### src/rtl/dmem_pkg.sv
// Shared encodings for the sized data memory: access sizes, FSM states, latched request.
// The wait-counter width macro keeps a 1-bit counter legal when WAIT_STATES is 0.
`ifndef DMEM_PKG_SV
`define DMEM_PKG_SV
`define DMEM_CNT_W(ws) (((ws) < 1) ? 1 : $clog2((ws) + 1))

package dmem_pkg;

    typedef enum logic [1:0] {
        SIZE_BYTE = 2'b00,
        SIZE_HALF = 2'b01,
        SIZE_WORD = 2'b10,
        SIZE_RSVD = 2'b11
    } size_e;

    typedef enum logic [1:0] {
        IDLE = 2'b00,
        WAIT = 2'b01,
        RESP = 2'b10
    } state_e;

    typedef struct packed {
        logic        we;
        size_e       size;
        logic        sign_ext;
        logic [31:0] wdata;
    } dmem_req_t;

endpackage

`endif

### src/rtl/dmem_lane_align.sv
// Combinational lane steering: alignment check, byte enables, store replication
// and load extraction/extension for little-endian 32-bit words.
module dmem_lane_align
    import dmem_pkg::*;
(
    input  size_e       size,
    input  logic [1:0]  offset,
    input  logic        sign_ext,
    input  logic [31:0] wdata,
    input  logic [31:0] rword,
    output logic        misalign,
    output logic [3:0]  byte_en,
    output logic [31:0] wlanes,
    output logic [31:0] rdata
);

    logic [7:0]  rbyte;
    logic [15:0] rhalf;

    always_comb begin
        rbyte    = rword[{offset, 3'b000} +: 8];
        rhalf    = offset[1] ? rword[31:16] : rword[15:0];
        misalign = 1'b0;
        byte_en  = 4'b0000;
        wlanes   = wdata;
        rdata    = rword;
        case (size)
            SIZE_BYTE: begin
                byte_en = 4'b0001 << offset;
                wlanes  = {4{wdata[7:0]}};
                rdata   = {{24{sign_ext & rbyte[7]}}, rbyte};
            end
            SIZE_HALF: begin
                misalign = offset[0];
                byte_en  = offset[0] ? 4'b0000 : (4'b0011 << offset);
                wlanes   = {2{wdata[15:0]}};
                rdata    = {{16{sign_ext & rhalf[15]}}, rhalf};
            end
            SIZE_WORD: begin
                misalign = |offset;
                byte_en  = (|offset) ? 4'b0000 : 4'b1111;
            end
            default: misalign = 1'b1;
        endcase
    end

endmodule

### src/rtl/data_memory_sized.sv
// Word-organised data memory with req/ready/ack handshake, WAIT_STATES delay and
// misalignment errors. Define DMEM_ACCESS_COUNT_EN to add saturating access counters.
module data_memory_sized
    import dmem_pkg::*;
#(
    parameter int ADDR_WIDTH  = 7,
    parameter int WAIT_STATES = 0
) (
    input  logic                  clock,
    input  logic                  reset,
    input  logic                  req,
    input  logic                  we,
    input  logic [1:0]            size,
    input  logic                  sign_ext,
    input  logic [ADDR_WIDTH-1:0] address,
    input  logic [31:0]           write_data,
    output logic                  ready,
    output logic                  ack,
    output logic                  error,
    output logic [31:0]           read_data
`ifdef DMEM_ACCESS_COUNT_EN
    ,
    output logic [15:0]           rd_count,
    output logic [15:0]           wr_count,
    output logic [15:0]           err_count
`endif
);

    localparam int DEPTH = 2 ** (ADDR_WIDTH - 2);
    localparam int CW    = `DMEM_CNT_W(WAIT_STATES);

    state_e                state_q, state_d;
    logic [CW-1:0]         cnt_q, cnt_d;
    dmem_req_t             lat_q, lat_d;
    logic [ADDR_WIDTH-1:0] addr_q, addr_d;
    logic                  err_q, err_d;
    logic [31:0]           rdata_q, rdata_d;
    logic                  mem_we;

    // Initial contents seed words 0..2 for simulation; reset never clears the array.
    logic [31:0] mem [DEPTH] = '{0: 32'd2, 1: 32'd3, 2: 32'd4, default: 32'd0};

    // One aligner: live inputs while IDLE (error decision), latched request afterwards.
    size_e       al_size;
    logic [1:0]  al_offset;
    logic        al_sign_ext;
    logic        al_misalign;
    logic [3:0]  al_be;
    logic [31:0] al_wlanes;
    logic [31:0] al_rdata;

    assign al_size     = (state_q == IDLE) ? size_e'(size) : lat_q.size;
    assign al_offset   = (state_q == IDLE) ? address[1:0] : addr_q[1:0];
    assign al_sign_ext = lat_q.sign_ext;

    dmem_lane_align u_align (
        .size     (al_size),
        .offset   (al_offset),
        .sign_ext (al_sign_ext),
        .wdata    (lat_q.wdata),
        .rword    (mem[addr_q[ADDR_WIDTH-1:2]]),
        .misalign (al_misalign),
        .byte_en  (al_be),
        .wlanes   (al_wlanes),
        .rdata    (al_rdata)
    );

    always_comb begin
        state_d = state_q;
        cnt_d   = cnt_q;
        lat_d   = lat_q;
        addr_d  = addr_q;
        err_d   = err_q;
        rdata_d = rdata_q;
        mem_we  = 1'b0;
        case (state_q)
            IDLE: begin
                if (req) begin
                    lat_d  = '{we: we, size: size_e'(size), sign_ext: sign_ext, wdata: write_data};
                    addr_d = address;
                    if (al_misalign) begin
                        state_d = RESP;
                        err_d   = 1'b1;
                    end else begin
                        state_d = WAIT;
                        cnt_d   = CW'(WAIT_STATES);
                    end
                end
            end
            WAIT: begin
                if (cnt_q != '0) begin
                    cnt_d = cnt_q - CW'(1);
                end else begin
                    state_d = RESP;
                    err_d   = 1'b0;
                    if (lat_q.we) mem_we  = 1'b1;
                    else          rdata_d = al_rdata;
                end
            end
            RESP: begin
                state_d = IDLE;
                err_d   = 1'b0;
            end
            default: state_d = IDLE;
        endcase
    end

    always_ff @(posedge clock) begin
        if (reset) begin
            state_q <= IDLE;
            cnt_q   <= '0;
            lat_q   <= '0;
            addr_q  <= '0;
            err_q   <= 1'b0;
            rdata_q <= '0;
        end else begin
            state_q <= state_d;
            cnt_q   <= cnt_d;
            lat_q   <= lat_d;
            addr_q  <= addr_d;
            err_q   <= err_d;
            rdata_q <= rdata_d;
        end
    end

    always_ff @(posedge clock) begin
        if (!reset && mem_we) begin
            for (int k = 0; k < 4; k++) begin
                if (al_be[k]) mem[addr_q[ADDR_WIDTH-1:2]][8*k +: 8] <= al_wlanes[8*k +: 8];
            end
        end
    end

    assign ready     = (state_q == IDLE);
    assign ack       = (state_q == RESP);
    assign error     = err_q;
    assign read_data = rdata_q;

`ifdef DMEM_ACCESS_COUNT_EN
    logic [15:0] rd_cnt_q, rd_cnt_d;
    logic [15:0] wr_cnt_q, wr_cnt_d;
    logic [15:0] er_cnt_q, er_cnt_d;

    always_comb begin
        rd_cnt_d = rd_cnt_q;
        wr_cnt_d = wr_cnt_q;
        er_cnt_d = er_cnt_q;
        if (state_q == RESP) begin
            if (err_q) begin
                if (er_cnt_q != 16'hFFFF) er_cnt_d = er_cnt_q + 16'd1;
            end else if (lat_q.we) begin
                if (wr_cnt_q != 16'hFFFF) wr_cnt_d = wr_cnt_q + 16'd1;
            end else begin
                if (rd_cnt_q != 16'hFFFF) rd_cnt_d = rd_cnt_q + 16'd1;
            end
        end
    end

    always_ff @(posedge clock) begin
        if (reset) begin
            rd_cnt_q <= '0;
            wr_cnt_q <= '0;
            er_cnt_q <= '0;
        end else begin
            rd_cnt_q <= rd_cnt_d;
            wr_cnt_q <= wr_cnt_d;
            er_cnt_q <= er_cnt_d;
        end
    end

    assign rd_count  = rd_cnt_q;
    assign wr_count  = wr_cnt_q;
    assign err_count = er_cnt_q;
`endif

endmodule

### config.mk
export PLATFORM = sky130hd
export DESIGN_NAME = data_memory_sized
export DESIGN_NICKNAME = d
export VERILOG_FILES = /design/src/rtl/dmem_pkg.sv /design/src/rtl/dmem_lane_align.sv /design/src/rtl/data_memory_sized.sv
export SDC_FILE = /design/constraint.sdc
export NUM_CORES = 1
export LEC_CHECK = 0
export CORE_ASPECT_RATIO = 1.25
export CORE_MARGIN = 3
export CORE_UTILIZATION = 23
export DETAILED_ROUTE_END_ITERATION = 16
export HOLD_SLACK_MARGIN = 0.02
export PLACE_DENSITY_LB_ADDON = 0.3
export SYNTH_ARGS = -nofsm -noshare
export SYNTH_HDL_FRONTEND = slang
export SYNTH_HIERARCHICAL = 1
export SYNTH_SLANG_ARGS = --single-unit
### constraint.sdc
create_clock -name clock -period 3.8 [get_ports clock]
set_input_delay 0.76 -clock clock [delete_from_list [all_inputs] [get_ports clock]]
set_output_delay 0.76 -clock clock [all_outputs]
set_load 0.05 [all_outputs]
==> qor.yml, run 1 <==
grt:
  grt_max_degree: 79
  antenna_found_initial: 10
  grt_pass1_wl_um: 181000
  grt_util_all_layers: 0.124
  grt_pass1_vias: 25400
  grt_overflow_total: 0
floorplan:
  start_util: 0.232
  fp.dieW_um: 399
  io_pins: 81
  num_rows: 179
  die_y_um: 498
  die_area_sq_um: 199000
  core_area_sq_um: 191000
synth:
  synth_top_family_by_area: "multiplexers"
  synth-xor-area-share: 0
  synthMostInstantiatedCell: "edfxtp_1"
  yosys.area_share.simple: 0.0608
  synth-edff-count: 1024
  yosys-top-cells-area: "edfxtp_1 (69%), mux2i_1 (12%), dfxtp_1 (3.7%), nand2_1 (2.6%), a21oi_1 (2.0%)"
  syn_inst: 2899
  synth_top_area_frac: 0.692
  ys_seq_area_frac: 0.729
  async_flop_share: 0
  ys_warn_count: 6
  synth_cell_type_count: 45
  synth_compound_area_frac: 0.0597
  synth_fp_nets: 2949
  yosys-top-cells-count: "edfxtp_1 (1024), mux2i_1 (522), nand2_1 (312)"
  synth_area_leader_cell: "edfxtp_1"
  synth_top_flop_cell: "edfxtp_1"
  muxShareOfSynthArea: 0.125
  synth_area_sq_um: 44500
  postSynthAreaPerCell_sq_um: 15.3
  synthAdderAreaFrac: 0.00113
  ys_ff_latch: 1107
sta:
  worst_pin_slew_ns: 1.28
  holdWs_ns: 0.457
  final_hold_viol_count: 0
  slew_violations: 0
  relSlewSlack: 0.143
  grt_setup_unrepaired: "false"
  clock.fmax_mhz: 294
  finClkSkew_ns: 0.0443
  fin_ws_ns: 0.394
  fin_tns_setup_ns: 0
  timing.final.crit_period_ns: 3.41
  setup_violations: 0
  fin_crit_sh: 0.896
detailed_routing:
  vias_per_cell: 4.33
  via_count: 25000
  avgRoutedWirePerCell_um: 21.8
  totalWireLength_um: 126000
  dr.pass1.iters: 5
  drc_errors: 0
  ant_nets: 0
  drt-initial-drc-count: 1871
worst_hold_path:
  hold_path.class: "reg -> reg"
  hold_path_depth: 2
  hold_start: "lat_q[34]$_SDFFE_PP0P_"
  min_to: "lat_q[34]$_SDFFE_PP0P_"
final_layout:
  stdcell_area_sq_um: 53300
  multi_input_area_sq_um: 11000
  seq_area_sq_um: 32400
  fill_cells: 19300
  drive_above_1_share: 0.142
  stdcell_count: 5769
  nets: 3184
  utilization: 0.279
  syn_to_final_growth_pct: 19.9
setup_path:
  reg2regPathDepth: 11
  startpoint_type: "flip-flop"
  path_max_fanout: 30
  crit_path_end_kind: "flip-flop"
  path_class: "reg -> reg"
  reg2reg_to: "read_data[16]$_SDFFE_PP0P_"
  worstPathArrival_ns: 3.96
  r2r_slack_ns: 0.39
  required_ns: 4.36
place:
  dp_hpwl_um: 83600
  place_congestion: 0.817
  dp_cells: 5550
  place_ws_ns: 0.324
  place.port_buffers: 80
  placed_cell_area_sq_um: 49400
power_and_ir_drop:
  power_mw: 29.3
  ir_drop_mv: 0.386
  leakage_nw: 16.9
  powerDensity_nw_per_um2: 550
clocking:
  cts.path.max_buffers: 3
  htree_levels: 3
  postCtsHoldBufs: 0
  cts_sinks: 1107
  post_cts_resized: 0
  clk_pin_slew_ns: 0.06
  cts_buffers: 116
  postCtsSetupRepairBufs: 0
  worstSkewPairLatency_ns: 0.72
  cts_root_buf: "clkbuf_16"
  cts_tree: "done"
job:
  cap_violations: 0
run_status:
  status: "finished clean"
==> registers in the layout, summed over array words and instances, names as in the netlist, named ones only <==
signal / cells
mem: 1024
lat_q: 35
read_data: 32
addr_q: 7
state_q: 2
al_sign_ext: 1
error: 1
==> cell usage in the layout, fill, tap and decap left out, drive strengths merged, types with 45 or more instances in the layout <==
cell / Yosys / final
edfxtp: 1024 / 1024
mux2i: 522 / 522
nand2: 312 / 312
buf: 113 / 234
a21oi: 176 / 176
clkbuf: 83 / 148
nor2: 137 / 137
nand3: 112 / 112
a22oi: 96 / 96
dfxtp: 83 / 83
clkdlybuf4s50: 0 / 79
a22o: 64 / 64
clkinv: 0 / 45
==> per-layer routing <==
metal,part of all wire,vias to the layer above,GRT usage
li1,-,11600,-
met1,0.43,12700,0.161
met2,0.49,564,0.210
met3,0.048,150,0.0195
met4,0.025,6,0.0419
met5,0.00032,-,0
==> cell type report <==
class | count | share of cell area
multi-input cells | 1591 | 0.207
clock inverters | 68 | 0.0148
repair buffers | 313 | 0.0515
diodes | 3 | 0.000141
inverters | 5 | 0.000352
clock buffers | 148 | 0.0592
flip-flops and latches | 1107 | 0.608
well taps | 2534 | 0.0595
==> critical path, cell delays in order (launching register included) <==
cell	delay [ns]
dfxtp_4	0.39
buf_12	0.23
buf_4	0.28
mux2i_1	0.22
a22oi_1	0.11
a31oi_1	0.34
nand3_1	0.44
mux2_2	0.43
nand4_1	0.45
nand3_1	0.15
nand2_1	0.11
a21oi_1	0.07
==> cell families after synthesis <==
logic type	Yosys count
AOI/OAI and AO/OA	402
buffers and inverters	201
and+or+nand+nor	634
DFF	1107
muxes	551
adders and majority gates	4
==> where the power goes <==
group	switching [mW]	total, mW	internal, mW
registers	0.136	13.9	13.8
clock network	4.67	11.7	7.00
logic	2.62	3.78	1.16
==> worst max path at each step <==
stage	from	end	slack, ns
floorplan	state_q[0]$_SDFFE_PP0P_	mem[0][26]$_DFFE_PP_	0.03
global placement	flip-flop	read_data[18]$_SDFFE_PP0P_	0.37
detailed placement	flip-flop	read_data[21]$_SDFFE_PP0P_	0.32
CTS	flip-flop	read_data[21]$_SDFFE_PP0P_	0.33
global route	flip-flop	read_data[21]$_SDFFE_PP0P_	0.15
finish	flip-flop	read_data[16]$_SDFFE_PP0P_	0.39
Power figures use the tool's default switching activity.
==> inputs of run 2 (changes only) <==
--- a/config.mk
+++ b/config.mk
@@ -8,6 +8,7 @@
 export CORE_ASPECT_RATIO = 1.25
 export CORE_MARGIN = 3
 export CORE_UTILIZATION = 23
+export CTS_CLUSTER_DIAMETER = 30
 export DETAILED_ROUTE_END_ITERATION = 16
 export HOLD_SLACK_MARGIN = 0.02
 export PLACE_DENSITY_LB_ADDON = 0.3
==> run 2 against run 1 <==
Effect of this change:
- largest power group is now clock
- clock power is 86% higher
- utilization is 2.5 points higher
- sequential power hardly changed
- setup slack hardly changed
- critical path depth stayed put
- routed wire length is 2.1% higher
- combinational power hardly changed
- sequential cell count stayed put
- critical endpoint is now read_data[21]$_SDFFE_PP0P_
- sequential share of layout area is 5.0 points lower
==> qor.yml, run 2 (synthesis results as in run 1) <==
setup_path:
  crit_buf_inv: 2  # unchanged
  cp_common_cell: "nand3_1"
  path_max_fanout: 30  # unchanged
  path_cells: "buf_12 -> buf_4 -> mux2i_1 -> a22oi_1 -> nand3_1 -> nand3_1 -> mux2_2 -> nand4_1 -> nand3_1 -> nand2_1 -> a21oi_1"
  startpoint_type: "flip-flop"
  path_class: "reg -> reg"
  cp_slowest_stage_delay_ns: 0.54  # +0.09 ns
  required_ns: 4.54  # +0.18 ns
  crit_path_end_kind: "flip-flop"
  cp_slowest_cell: "nand4_1"
  crit_family: "simple AND/OR/NAND/NOR gates"
  worstPathArrival_ns: 4.15  # +0.19 ns
sta:
  fin_ws_ns: 0.394  # -0.000301 ns
  worst_pin_slew_ns: 1.27  # -0.0129 ns
  grt_setup_unrepaired: "false"
  slew_violations: 0  # unchanged
  final_hold_viol_count: 0  # unchanged
  setup_violations: 0  # unchanged
  holdWs_ns: 0.452  # -0.00572 ns
  fin_crit_sh: 0.896  # about the same
  fin_tns_setup_ns: 0  # unchanged
  clock.fmax_mhz: 294  # about the same
  relSlewSlack: 0.152  # +0.00865
  finClkSkew_ns: 0.0776  # +0.0333 ns
  timing.final.crit_period_ns: 3.41  # +0.000301 ns
clocking:
  cts_buffers: 238  # +110%
  cts_tree: "done"
  postCtsSetupRepairBufs: 0  # unchanged
  worstSkewPairLatency_ns: 0.83  # +0.11 ns
  post_cts_resized: 0  # unchanged
  cts.path.max_buffers: 3  # unchanged
  htree_levels: 4  # +1
  cts_sinks: 1107  # unchanged
  postCtsHoldBufs: 0  # unchanged
  cts_root_buf: "clkbuf_16"
  clk_pin_slew_ns: 0.05  # about the same
detailed_routing:
  via_count: 25900  # +3.7%
  ant_nets: 0  # unchanged
  drc_errors: 0  # unchanged
  drt-initial-drc-count: 1923  # +2.8%
  totalWireLength_um: 129000  # +2.1%
  vias_per_cell: 4.32  # -0.32%
  avgRoutedWirePerCell_um: 21.4  # -1.9%
  dr.pass1.iters: 5  # unchanged
grt:
  grt_max_degree: 79  # unchanged
  antenna_found_initial: 13  # +3
  grt_pass1_vias: 26800  # +5.8%
  grt_overflow_total: 0  # unchanged
  grt_pass1_wl_um: 185000  # +2.4%
  grt_util_all_layers: 0.127  # +0.00306
floorplan:
  io_pins: 81  # unchanged
  num_rows: 179  # unchanged
  start_util: 0.232  # unchanged
  die_y_um: 498  # unchanged
  core_area_sq_um: 191000  # unchanged
  die_area_sq_um: 199000  # unchanged
  fp.dieW_um: 399  # unchanged
power_and_ir_drop:
  net-switching-power_mw: 9.63  # +30%
  p_comb_frac: 0.096  # -0.033
  p_int_mw: 29.9  # +36%
  ir_drop_mv: 0.494  # +28%
  p_sw_frac: 0.244  # -0.00959
  leakage_nw: 19.1  # +13%
  powerDensity_nw_per_um2: 680  # +24%
  clkPwrFrac: 0.552  # +0.154
  p_seq_frac: 0.352  # -0.121
final_layout:
  drive_above_1_share: 0.198  # +0.0562
  stdcell_area_sq_um: 58100  # +9.0%
  nets: 3306  # +3.8%
  largest_reg_flops: 1024  # unchanged
  final_cell_mix: "edfxtp_1 (1024), mux2i_1 (522), nand2_1 (311), clkbuf_16 (240), buf_4 (217)"
  layout_commonest_cell: "edfxtp_1"
  syn_to_final_growth_pct: 30.7
worst_hold_path:
  hold_path.class: "reg -> reg"
place:
  place.port_buffers: 80  # unchanged
  dp_hpwl_um: 83600  # unchanged
  place_congestion: 0.817  # unchanged
  place_ws_ns: 0.324  # unchanged
  placed_cell_area_sq_um: 49400  # unchanged
run_status:
  status: "finished clean"
job:
  cap_violations: 0  # unchanged
==> run 2: cell count changes in the layout (fill, tap and decap cells not counted) <==
cell,change
bufinv_16,+30
clkbuf_1,+2
clkbuf_16,+120
clkbuf_8,+4
clkinv_1,+4
clkinv_16,+11
clkinv_2,+14
clkinv_4,+12
clkinvlp_4,+25
diode_2,-2
inv_6,+12
==> run 2: cell type report <==
type,count,area [sq um]
tap,2534,3170
sequential,1107,32400
antenna,1,2.50
clock inverter,176,2500
inverter,5,18.8
multi-input combinational,1591,11000
clock buffer,274,6220
fill,18900,133000
timing repair buffer,313,2750
==> run 2: path summary, 6_finish.rpt <==
path                                             start                    endpoint  slack (ns)  depth (start not counted)
worst max-delay path                         flip-flop  read_data[21]$_SDFFE_PP0P_        0.39                         11
worst min-delay path            lat_q[33]$_SDFFE_PP0P_      lat_q[33]$_SDFFE_PP0P_        0.45                          2
worst max register to register               flip-flop  read_data[21]$_SDFFE_PP0P_        0.39                         11
worst min register to register  lat_q[33]$_SDFFE_PP0P_      lat_q[33]$_SDFFE_PP0P_        0.45                          2
==> run 2: metrics by stage <==
step / power [mW] / cells / utilization
floorplan: 16.4 / 2899 / -
global placement: 18.0 / 5550 / 0.258
detailed placement: 18.0 / 5550 / 0.258
CTS: 39.9 / 6000 / 0.304
global route: 40.8 / 6001 / 0.304
finish: 39.5 / 6001 / 0.304
==> run 2: worst register-to-register path, cell delays in order, from the launching register on <==
cell,delay [ns]
dfxtp_4,0.39
buf_12,0.23
buf_4,0.40
mux2i_1,0.15
a22oi_1,0.25
nand3_1,0.22
nand3_1,0.40
mux2_2,0.26
nand4_1,0.54
nand3_1,0.24
nand2_1,0.07
a21oi_1,0.18
==> run 2: power by group through the flow <==
stage                     Combinational [mW]  Sequential (mW)  Clock (mW)
final                                   3.79             13.9        21.8
after floorplan                         2.19             14.2           0
after global placement                  3.82             14.1           0
after global routing                    4.03             13.9        22.8
after CTS                               3.84             13.9        22.1
after detailed placement                3.83             14.1           0
==> run 2: metal layers <==
layer,GRT usage,share of wire,vias to the layer above,routed length (um)
met4,0.0454,0.026,8,3320
li1,-,-,11900,-
met1,0.162,0.43,13200,54800
met5,0,0.00039,-,50
met2,0.213,0.50,667,63800
met3,0.0261,0.052,179,6680
==> inputs of run 3 (changes only) <==
--- a/config.mk
+++ b/config.mk
@@ -5,13 +5,16 @@
 export SDC_FILE = /design/constraint.sdc
 export NUM_CORES = 1
 export LEC_CHECK = 0
+export CAP_MARGIN = 20
 export CORE_ASPECT_RATIO = 1.25
 export CORE_MARGIN = 3
 export CORE_UTILIZATION = 23
 export CTS_CLUSTER_DIAMETER = 30
 export DETAILED_ROUTE_END_ITERATION = 16
 export HOLD_SLACK_MARGIN = 0.02
+export MAX_ROUTING_LAYER = met4
 export PLACE_DENSITY_LB_ADDON = 0.3
+export RECOVER_POWER = 100
 export SYNTH_ARGS = -nofsm -noshare
 export SYNTH_HDL_FRONTEND = slang
 export SYNTH_HIERARCHICAL = 1
==> run 3 against run 2 <==
Effect of this change:
- the flow now finishes with violations (max-capacitance violations, max-slew violations)
- utilization down 0.45 points
- highest routed layer is now met4
- critical endpoint is now mem[18][22]$_DFFE_PP_
- global-route usage up 0.32 points
- setup slack worse by 0.096 ns
- combinational power down 2%
- clock skew down 0.032 ns
- worst hold slack better by 0.0030 ns
==> qor.yml, run 3 (synthesis results as in run 1) <==
run_status:
  status: "finished, violations left"
  violations: "max-capacitance violations, max-slew violations"
setup_path:
  crit_path_end_kind: "flip-flop"
  required_ns: 4.31  # -0.23 ns
  crit_family: "buffers and inverters"
  path_max_fanout: 32  # +6.7%
  path_cells: "inv_1 -> ha_1 -> mux2_2 -> inv_1 -> a21oi_1 -> nor2_1 -> nand2_1 -> clkbuf_2 -> nor2_1 -> buf_4"
  cp_slowest_cell: "clkbuf_2"
  reg2reg_to: "mem[18][22]$_DFFE_PP_"
  crit_buf_inv: 4  # +2
  cp_slowest_stage_delay_ns: 0.53  # about the same
  startpoint_type: "flip-flop"
  reg2reg_from: "state_q[1]$_SDFFE_PP0P_"
  worstPathArrival_ns: 4.02  # -0.13 ns
  reg2regPathDepth: 10  # -1
  r2r_slack_ns: 0.30  # -0.10 ns
  path_class: "reg -> reg"
final_layout:
  largest_reg_flops: 1024  # unchanged
  layout_commonest_cell: "edfxtp_1"
  fill_cells: 19100  # +0.74%
  nets: 3306  # unchanged
  seq_area_sq_um: 32400  # unchanged
  final_cell_mix: "edfxtp_1 (1024), mux2i_1 (522), nand2_1 (311), clkbuf_16 (240), a21oi_1 (176)"
  stdcell_area_sq_um: 57200  # -1.5%
  multi_input_area_sq_um: 11000  # -0.31%
  syn_to_final_growth_pct: 28.7
  drive_above_1_share: 0.167  # -0.0316
  utilization: 0.299  # -0.00450
  stdcell_count: 6006  # +0.083%
sta:
  holdWs_ns: 0.455  # +0.00303 ns
  timing.final.crit_period_ns: 3.50  # +0.0955 ns
  worst_pin_slew_ns: 1.91  # +0.645 ns
  fin_tns_setup_ns: 0  # unchanged
  relSlewSlack: -0.274  # -0.426
  fin_crit_sh: 0.922  # +0.0251
  setup_violations: 0  # unchanged
  final_hold_viol_count: 0  # unchanged
  slew_violations: 101  # +101
  fin_ws_ns: 0.298  # -0.0955 ns
  grt_setup_unrepaired: "false"
  finClkSkew_ns: 0.0460  # -0.0316 ns
  clock.fmax_mhz: 286  # -2.7%
clocking:
  htree_levels: 4  # unchanged
  cts_root_buf: "clkbuf_16"
  cts_sinks: 1107  # unchanged
  cts_tree: "done"
  clk_pin_slew_ns: 0.04  # about the same
  postCtsHoldBufs: 0  # unchanged
  postCtsSetupRepairBufs: 0  # unchanged
  post_cts_resized: 0  # unchanged
  cts_buffers: 237  # -0.42%
  cts.path.max_buffers: 3  # unchanged
  worstSkewPairLatency_ns: 0.81  # -0.02 ns
worst_hold_path:
  hold_path_depth: 2  # unchanged
  hold_start: "lat_q[33]$_SDFFE_PP0P_"
  hold_path.class: "reg -> reg"
  min_to: "lat_q[33]$_SDFFE_PP0P_"
grt:
  grt_pass1_vias: 26600  # -0.97%
  grt_overflow_total: 0  # unchanged
  antenna_found_initial: 13  # unchanged
  grt_max_degree: 79  # unchanged
  grt_pass1_wl_um: 184000  # -0.85%
  grt_util_all_layers: 0.130  # +0.00315
power_and_ir_drop:
  powerDensity_nw_per_um2: 673  # -1.0%
  leakage_nw: 18.6  # -2.6%
  ir_drop_mv: 0.461  # -6.6%
  power_mw: 38.5  # -2.5%
detailed_routing:
  drc_errors: 0  # unchanged
  vias_per_cell: 4.31  # -0.18%
  totalWireLength_um: 128000  # -0.33%
  drt-initial-drc-count: 2018  # +4.9%
  dr.pass1.iters: 5  # unchanged
  avgRoutedWirePerCell_um: 21.3  # -0.41%
  ant_nets: 0  # unchanged
  via_count: 25900  # -0.093%
floorplan:
  core_area_sq_um: 191000  # unchanged
  num_rows: 179  # unchanged
  start_util: 0.232  # unchanged
  fp.dieW_um: 399  # unchanged
  die_area_sq_um: 199000  # unchanged
  die_y_um: 498  # unchanged
  io_pins: 81  # unchanged
place:
  place.port_buffers: 80  # unchanged
  dp_hpwl_um: 83700  # +0.12%
  placed_cell_area_sq_um: 49400  # about the same
  place_congestion: 0.829  # +1.5%
  dp_cells: 5551  # +0.018%
  place_ws_ns: 0.374  # +0.0508 ns
job:
  cap_violations: 3  # +3
-- run 3: worst max-delay path by stage --
stage	startpoint	endpoint	slack (ns)	cells after the start
5_1_grt	state_q[1]$_SDFFE_PP0P_	mem[11][7]$_DFFE_PP_	0.12	9
3_5_place_dp	flip-flop	read_data[16]$_SDFFE_PP0P_	0.37	11
4_1_cts	state_q[1]$_SDFFE_PP0P_	ready	0.40	3
6_report	state_q[1]$_SDFFE_PP0P_	mem[18][22]$_DFFE_PP_	0.30	10
3_3_place_gp	flip-flop	read_data[18]$_SDFFE_PP0P_	0.37	11
2_1_floorplan	state_q[0]$_SDFFE_PP0P_	mem[0][26]$_DFFE_PP_	0.03	8
-- run 3: tightest hold or removal path, cell delays in order, from the launching register on --
cell,delay (ns)
dfxtp_1,0.30
nand2_1,0.05
a21oi_1,0.05
-- run 3: cell type report --
| type | instances | share of cell area |
|---|---|---|
| well taps | 2534 | 0.0554 |
| multi-input cells | 1591 | 0.192 |
| inverters | 5 | 0.000328 |
| diodes | 8 | 0.000350 |
| clock inverters | 167 | 0.0368 |
| repair buffers | 314 | 0.0399 |
| flip-flops and latches | 1107 | 0.566 |
| clock buffers | 280 | 0.109 |
-- run 3: routing by layer --
layer  vias up  global-route usage  share of wire
li1      11900                   -              -
met5         -                   -              0
met4         0              0.0501          0.032
met3       205              0.0348          0.064
met1     13000               0.157           0.42
met2       727               0.208           0.49
-- run 3: power by group --
group	switching [mW]	total [mW]	internal [mW]
clock	6.67	20.9	14.2
combinational	2.61	3.73	1.12
sequential	0.133	13.9	13.8
